File: config.mk
export PLATFORM = sky130hd
export DESIGN_NAME = im_loader
export DESIGN_NICKNAME = d
export VERILOG_FILES = /design/src/rtl/im_loader.sv
export SDC_FILE = /design/constraint.sdc
export NUM_CORES = 1
export LEC_CHECK = 0
export BUFFER_PORTS_ARGS = -buffer_cell sky130_fd_sc_hd__buf_2
export CELL_PAD_IN_SITES_DETAIL_PLACEMENT = 1
export CELL_PAD_IN_SITES_GLOBAL_PLACEMENT = 1
export CORE_MARGIN = 4
export CORE_UTILIZATION = 49
export CTS_CLUSTER_DIAMETER = 200
export CTS_CLUSTER_SIZE = 16
export DETAILED_ROUTE_END_ITERATION = 10
export GPL_TIMING_DRIVEN = 0
export PLACE_DENSITY = 0.83
export SYNTH_ARGS = -nofsm -noshare
export SYNTH_HDL_FRONTEND = slang
export SYNTH_SLANG_ARGS = --single-unit
File: constraint.sdc
create_clock -name clk -period 5.2 [get_ports clk]
set_input_delay 0.52 -clock clk [delete_from_list [all_inputs] [get_ports clk]]
set_output_delay 0.52 -clock clk [all_outputs]
set_load 0.03 [all_outputs]
File: src/rtl/im_loader.sv
// -----------------------------------------------------------------------------
// im_loader
//
// Writer side of the instruction-memory interface. A host streams bytes in:
// a 16-bit word count N (low byte first), then 4*N data bytes (each word
// little-endian), then, when IM_LOADER_CHECKSUM_EN is defined, one checksum
// byte equal to the XOR of every length and data byte. Each completed word is
// written to instruction memory with a one-cycle strobe. The CPU is held in
// reset (cpu_hold = 1) until a complete, valid program has been loaded.
//
// Optional feature macro: IM_LOADER_CHECKSUM_EN (adds the CHECK state and the
// trailing checksum byte). Without it, the last data word (or N == 0) goes
// straight to DONE and LDerror is only raised for N > MAX_WORDS.
//
// Handshake: a byte is taken on a rising clk edge when LDvalid & LDready and
// LDstart is low. LDready is a registered decode of the FSM state; it does not
// depend combinationally on LDvalid, and a byte offered while LDstart is high
// is never taken.
//
// Ports:
//   clk        in   system clock, rising edge
//   reset      in   asynchronous active-low reset
//   LDstart    in   one-cycle pulse that begins (or restarts) a load
//   LDvalid    in   host byte valid
//   LDbyte     in   [7:0] host byte
//   LDready    out  loader can accept a byte this cycle
//   IMwaddr    out  [31:0] instruction-memory write byte address (registered)
//   IMwdata    out  [31:0] assembled instruction word (registered)
//   IMwenable  out  single-cycle write strobe
//   cpu_hold   out  1 = keep the CPU in reset
//   LDdone     out  load completed successfully (level)
//   LDerror    out  load rejected (level)
//   dbg_state  out  [2:0] current FSM state encoding
// -----------------------------------------------------------------------------
module im_loader #(
  parameter logic [31:0] BASE_ADDR = 32'h0000_0000,
  parameter int          MAX_WORDS = 256,
  parameter logic [31:0] ADDR_STEP = 32'd4
) (
  input  logic        clk,
  input  logic        reset,
  input  logic        LDstart,
  input  logic        LDvalid,
  input  logic [7:0]  LDbyte,
  output logic        LDready,
  output logic [31:0] IMwaddr,
  output logic [31:0] IMwdata,
  output logic        IMwenable,
  output logic        cpu_hold,
  output logic        LDdone,
  output logic        LDerror,
  output logic [2:0]  dbg_state
);

  localparam int IW = $clog2(MAX_WORDS + 1);

  typedef enum logic [2:0] {
    IDLE  = 3'd0,
    LEN0  = 3'd1,
    LEN1  = 3'd2,
    DATA  = 3'd3,
`ifdef IM_LOADER_CHECKSUM_EN
    CHECK = 3'd4,
`endif
    DONE  = 3'd5,
    ERROR = 3'd6
  } state_t;

  // State entered once the payload (possibly empty) has been fully received.
`ifdef IM_LOADER_CHECKSUM_EN
  localparam state_t END_STATE = CHECK;
`else
  localparam state_t END_STATE = DONE;
`endif

  state_t          state, state_next;
  logic [7:0]      len_lo;
  logic [15:0]     n_words;
  logic [IW-1:0]   index;
  logic [1:0]      byte_cnt;
  // Holds the first three bytes of the word in progress; the fourth byte
  // arrives straight from LDbyte when the word is written.
  logic [23:0]     asm_word;
`ifdef IM_LOADER_CHECKSUM_EN
  logic [7:0]      csum;
`endif

  // Control strobes from the next-state logic
  logic        accept;
  logic        restart;
  logic        load_lo;
  logic        load_hi;
  logic        take_data;
  logic        word_wr;
  logic [15:0] n_in;
  logic        last_word;

  assign dbg_state = state;

  function automatic logic ready_of(input state_t s);
    logic r;
    r = 1'b0;
    case (s)
      LEN0, LEN1, DATA: r = 1'b1;
`ifdef IM_LOADER_CHECKSUM_EN
      CHECK:            r = 1'b1;
`endif
      default:          r = 1'b0;
    endcase
    return r;
  endfunction

  // ---------------------------------------------------------------------------
  // FSM state register
  // ---------------------------------------------------------------------------
  always_ff @(posedge clk or negedge reset) begin
    if (!reset) begin
      state <= IDLE;
    end else begin
      state <= state_next;
    end
  end

  // ---------------------------------------------------------------------------
  // Next-state and control decode
  // ---------------------------------------------------------------------------
  always_comb begin
    state_next = state;
    restart    = 1'b0;
    load_lo    = 1'b0;
    load_hi    = 1'b0;
    take_data  = 1'b0;
    word_wr    = 1'b0;
    accept     = LDvalid & LDready & ~LDstart;
    n_in       = {LDbyte, len_lo};
    // index counts words already written; this word is the last when
    // index + 1 reaches N.
    last_word  = ((32'(index) + 32'd1) == 32'(n_words));

    if (LDstart) begin
      state_next = LEN0;
      restart    = 1'b1;
    end else begin
      case (state)
        LEN0: begin
          if (accept) begin
            load_lo    = 1'b1;
            state_next = LEN1;
          end
        end
        LEN1: begin
          if (accept) begin
            load_hi = 1'b1;
            if (32'(n_in) > 32'(MAX_WORDS)) begin
              state_next = ERROR;
            end else if (n_in == 16'd0) begin
              state_next = END_STATE;
            end else begin
              state_next = DATA;
            end
          end
        end
        DATA: begin
          if (accept) begin
            take_data = 1'b1;
            if (byte_cnt == 2'd3) begin
              word_wr = 1'b1;
              if (last_word) begin
                state_next = END_STATE;
              end
            end
          end
        end
`ifdef IM_LOADER_CHECKSUM_EN
        CHECK: begin
          if (accept) begin
            state_next = (LDbyte == csum) ? DONE : ERROR;
          end
        end
`endif
        default: begin
          // IDLE, DONE and ERROR wait for LDstart
          state_next = state;
        end
      endcase
    end
  end

  // ---------------------------------------------------------------------------
  // Datapath and registered outputs. Status outputs are decoded from the next
  // state so they line up with the state register.
  // ---------------------------------------------------------------------------
  always_ff @(posedge clk or negedge reset) begin
    if (!reset) begin
      len_lo    <= 8'd0;
      n_words   <= 16'd0;
      index     <= '0;
      byte_cnt  <= 2'd0;
      asm_word  <= 24'd0;
`ifdef IM_LOADER_CHECKSUM_EN
      csum      <= 8'd0;
`endif
      IMwaddr   <= 32'd0;
      IMwdata   <= 32'd0;
      IMwenable <= 1'b0;
      LDready   <= 1'b0;
      cpu_hold  <= 1'b1;
      LDdone    <= 1'b0;
      LDerror   <= 1'b0;
    end else begin
      IMwenable <= word_wr;

      if (restart) begin
        // A partial word is dropped simply by rewinding the byte counter.
        index    <= '0;
        byte_cnt <= 2'd0;
`ifdef IM_LOADER_CHECKSUM_EN
        csum     <= 8'd0;
`endif
      end else begin
        if (load_lo) begin
          len_lo <= LDbyte;
        end
        if (load_hi) begin
          n_words <= n_in;
        end
`ifdef IM_LOADER_CHECKSUM_EN
        if (load_lo || load_hi || take_data) begin
          csum <= csum ^ LDbyte;
        end
`endif
        if (take_data) begin
          asm_word <= {LDbyte, asm_word[23:8]};
          byte_cnt <= byte_cnt + 2'd1;
        end
        if (word_wr) begin
          IMwaddr <= BASE_ADDR + ADDR_STEP * 32'(index);
          IMwdata <= {LDbyte, asm_word};
          index   <= index + IW'(1);
        end
      end

      LDready  <= ready_of(state_next);
      LDdone   <= (state_next == DONE);
      LDerror  <= (state_next == ERROR);
      cpu_hold <= (state_next != DONE);
    end
  end

endmodule

==> results by group <==
Run status
  • Status: completed

Global route
  • Vias in the first global route: approximately 3.5k
  • Largest net degree at the start of global routing: 58
  • First-pass GRT wire length: 18400 µm
  • Total GRT Usage: 0.204
  • Antenna violations before repair: 0
  • GRT overflow: 0

Detailed routing
  • Drt pass-1 iters: 4
  • Routed len/inst: 18.4 µm
  • Residual DRC: 0
  • Vias/cell: 5.30
  • Detailed Route Iter0 Violations: 110
  • Via count: 3171
  • Antenna-violating nets left: 0
  • Final WL: 11000 µm

Floorplan
  • Core Box Area: 9680 µm²
  • Die Ht: roughly 110 µm
  • Die area: 11500 µm²
  • Die width: 107 µm
  • Boundary Pins: between 80 and 90
  • # rows: 36
  • Starting Density: 0.500

Critical path
  • Critical path class: reg -> reg
  • WP data arrival: 2.67 ns
  • Setup crit end kind: flip-flop
  • CP max FO: 10
  • CP Launch Type: flip-flop
  • Critical Path RT: 5.45 ns
  • Worst reg2reg setup slack: about 2.8 ns

Place
  • Placer congestion estimate: slightly above 0.8
  • Detailed placement HPWL: 8140 µm
  • I/O Buffers: 60

Final layout
  • Filler cells: just over 1k
  • Area delta synth->final: 15.7%
  • # diodes: 0
  • Layout cells sized above 1: 0.458
  • Commonest non-fill, non-tap cell in the layout: dfrtp_1
  • Commonest non-fill, non-tap cells in the layout: dfrtp_1, mux2_2, buf_2
  • Fin nets: 475
  • Layout Utilization: 0.579

Synth
  • Async set or reset register ratio after synthesis: 1.00
  • Primary FF master, synth: dfrtp_1
  • Mean Syn Cell Area: 13.2 µm²
  • Cell variety after synth: 56
  • Post-synth EDFFs: 0
  • Synthesis Warnings: 0
  • Post-Syn Instances: 367
  • Seq cells post-synth: 108
  • Synth Cell Area: roughly 4800 µm²
  • Sequential-to-total area share from yosys stat: 0.558

STA
  • Minimum clock period: 2.42 ns
  • Setup Skew: 0.0159 ns
  • Final Cycle Share: 0.465
  • Worst-Margin Slew: 0.689 ns
  • Fmax: 0.413 GHz
  • Setup violators final: 0
  • RSZ-0062 raised after global routing: false
  • Hold Vio Cnt, Final: 0
  • Max Slew Vio Count: 0
  • Relative slew slack: 0.541
  • Setup TNS: 0 ns

Clock tree
  • Clock sink count: around 110
  • CTS root buffer: clkbuf_8
  • Clock tree from TritonCTS: done
  • Hold_buf cts: 0
  • Clk Latency, worst-skew pair: 0.36 ns
  • Post-cts sizing count: 0
  • # Post-CTS Setup Buffers: 0
  • Clock buffer depth: 2
  • TritonCTS Buffers: 9
  • Clock transition at path regs: 0.11 ns
  • H-tree Lvls: 3

Power
  • PD cells: around 320 nW/µm²
  • Leak pwr: 2.89 nW
  • Power Total: between 1.5 and 2 mW
  • Worst vdd ir: 0.000220 V

Min path
  • HP Class: in -> async

Flow run
  • MaxCap Viol Count: 0
[flip-flops by register name (all words and copies together) (netlist names), 2 cells and up]
name / flops
dbg_state: 3
IMwdata: 32
index: 9
n_words: 16
byte_cnt: 2
asm_word: 24
IMwaddr: 9
len_lo: 8
[cells in the mapped netlist, types with 3 or more instances]
cell type	count	area [µm²]
nand4_1	3	18.8
mux2_2	89	1000
nand3b_1	3	22.5
nand2_1	13	48.8
nor2_1	14	52.6
a21oi_1	4	20.0
nand2b_1	3	18.8
xor2_1	8	70.1
buf_2	13	65.1
or3_1	4	25.0
nor3_1	6	30.0
or4_1	3	22.5
dfrtp_1	107	2680
nand3_1	6	30.0
buf_4	23	173
xnor2_1	7	61.3
o21ai_0	8	40.0
and2_1	5	31.3
clkbuf_1	3	11.3
[worst max-delay path: stages, from the launching register on]
cell      delay, ns
dfrtp_1        0.43
nand3b_4       0.21
nor3_2         0.51
and2_1         0.21
buf_2          0.22
buf_2          0.34
mux2_2         0.39
[layout make-up]
cell class                 count  area [µm²]  share of cell area
sequential                   108        2700               0.482
multi-input combinational    239        1960               0.350
timing repair buffer          61         330              0.0589
buffer                        40         253              0.0451
tap                          133         166              0.0297
clock buffer                  10         138              0.0246
clock inverter                 5        45.0             0.00804
inverter                       2        7.51             0.00134
[cell families after synthesis]
family	count (synthesis)	synth area share
flip-flops	108	0.558
multiplexers	90	0.209
AND/OR/NAND/NOR	79	0.100
buffers and inverters	42	0.0537
AO/OA/AOI/OAI	30	0.0455
XOR/XNOR	15	0.0271
adder cells (fa/ha/maj)	2	0.00517
other	1	0.000774
[worst paths after layout]
path,startpoint,end,cells past startpoint
max in group asynchronous,reset,asm_word[11]$_DFFE_PN0P_,2
worst max register to register,dbg_state[2]$_DFF_PN0_,IMwdata[2]$_DFFE_PN0P_,6
worst max-delay path,dbg_state[2]$_DFF_PN0_,IMwdata[2]$_DFFE_PN0P_,6
worst min register to register,IMwaddr[5]$_DFFE_PN0P_,IMwaddr[5]$_DFFE_PN0P_,1
worst min-delay path,reset,LDerror$_DFF_PN0_,1
min in group clk,LDbyte[1],len_lo[1]$_DFFE_PN0P_,2
[where the power goes]
part / internal (mW) / switching, mW / leakage (nW)
clock network: 0.192 / 0.288 / 0.0909
registers: 0.952 / 0.100 / 1.46
logic: 0.141 / 0.136 / 1.34
[through the flow]
stage               cell area [µm²]  hold WS [ns]  worst slack [ns]  cells
CTS                            5610         0.201              2.69    598
detailed placement             5420         0.491              2.57    583
global placement               5390         0.482              2.46    582
finish                         5610         0.173              2.78    598
global route                   5610         0.219              2.61    598
floorplan                      4930         0.224              3.10    389
[per-layer routing]
layer | vias to the layer above | wire length (µm) | track usage
li1 | 1447 | - | -
met1 | 1635 | 4510 | 0.256
met2 | 73 | 5850 | 0.358
met3 | 16 | 517 | 0.0492
met4 | 0 | 143 | 0.0424
met5 | - | 0 | 0
Power figures use the tool's default switching activity.
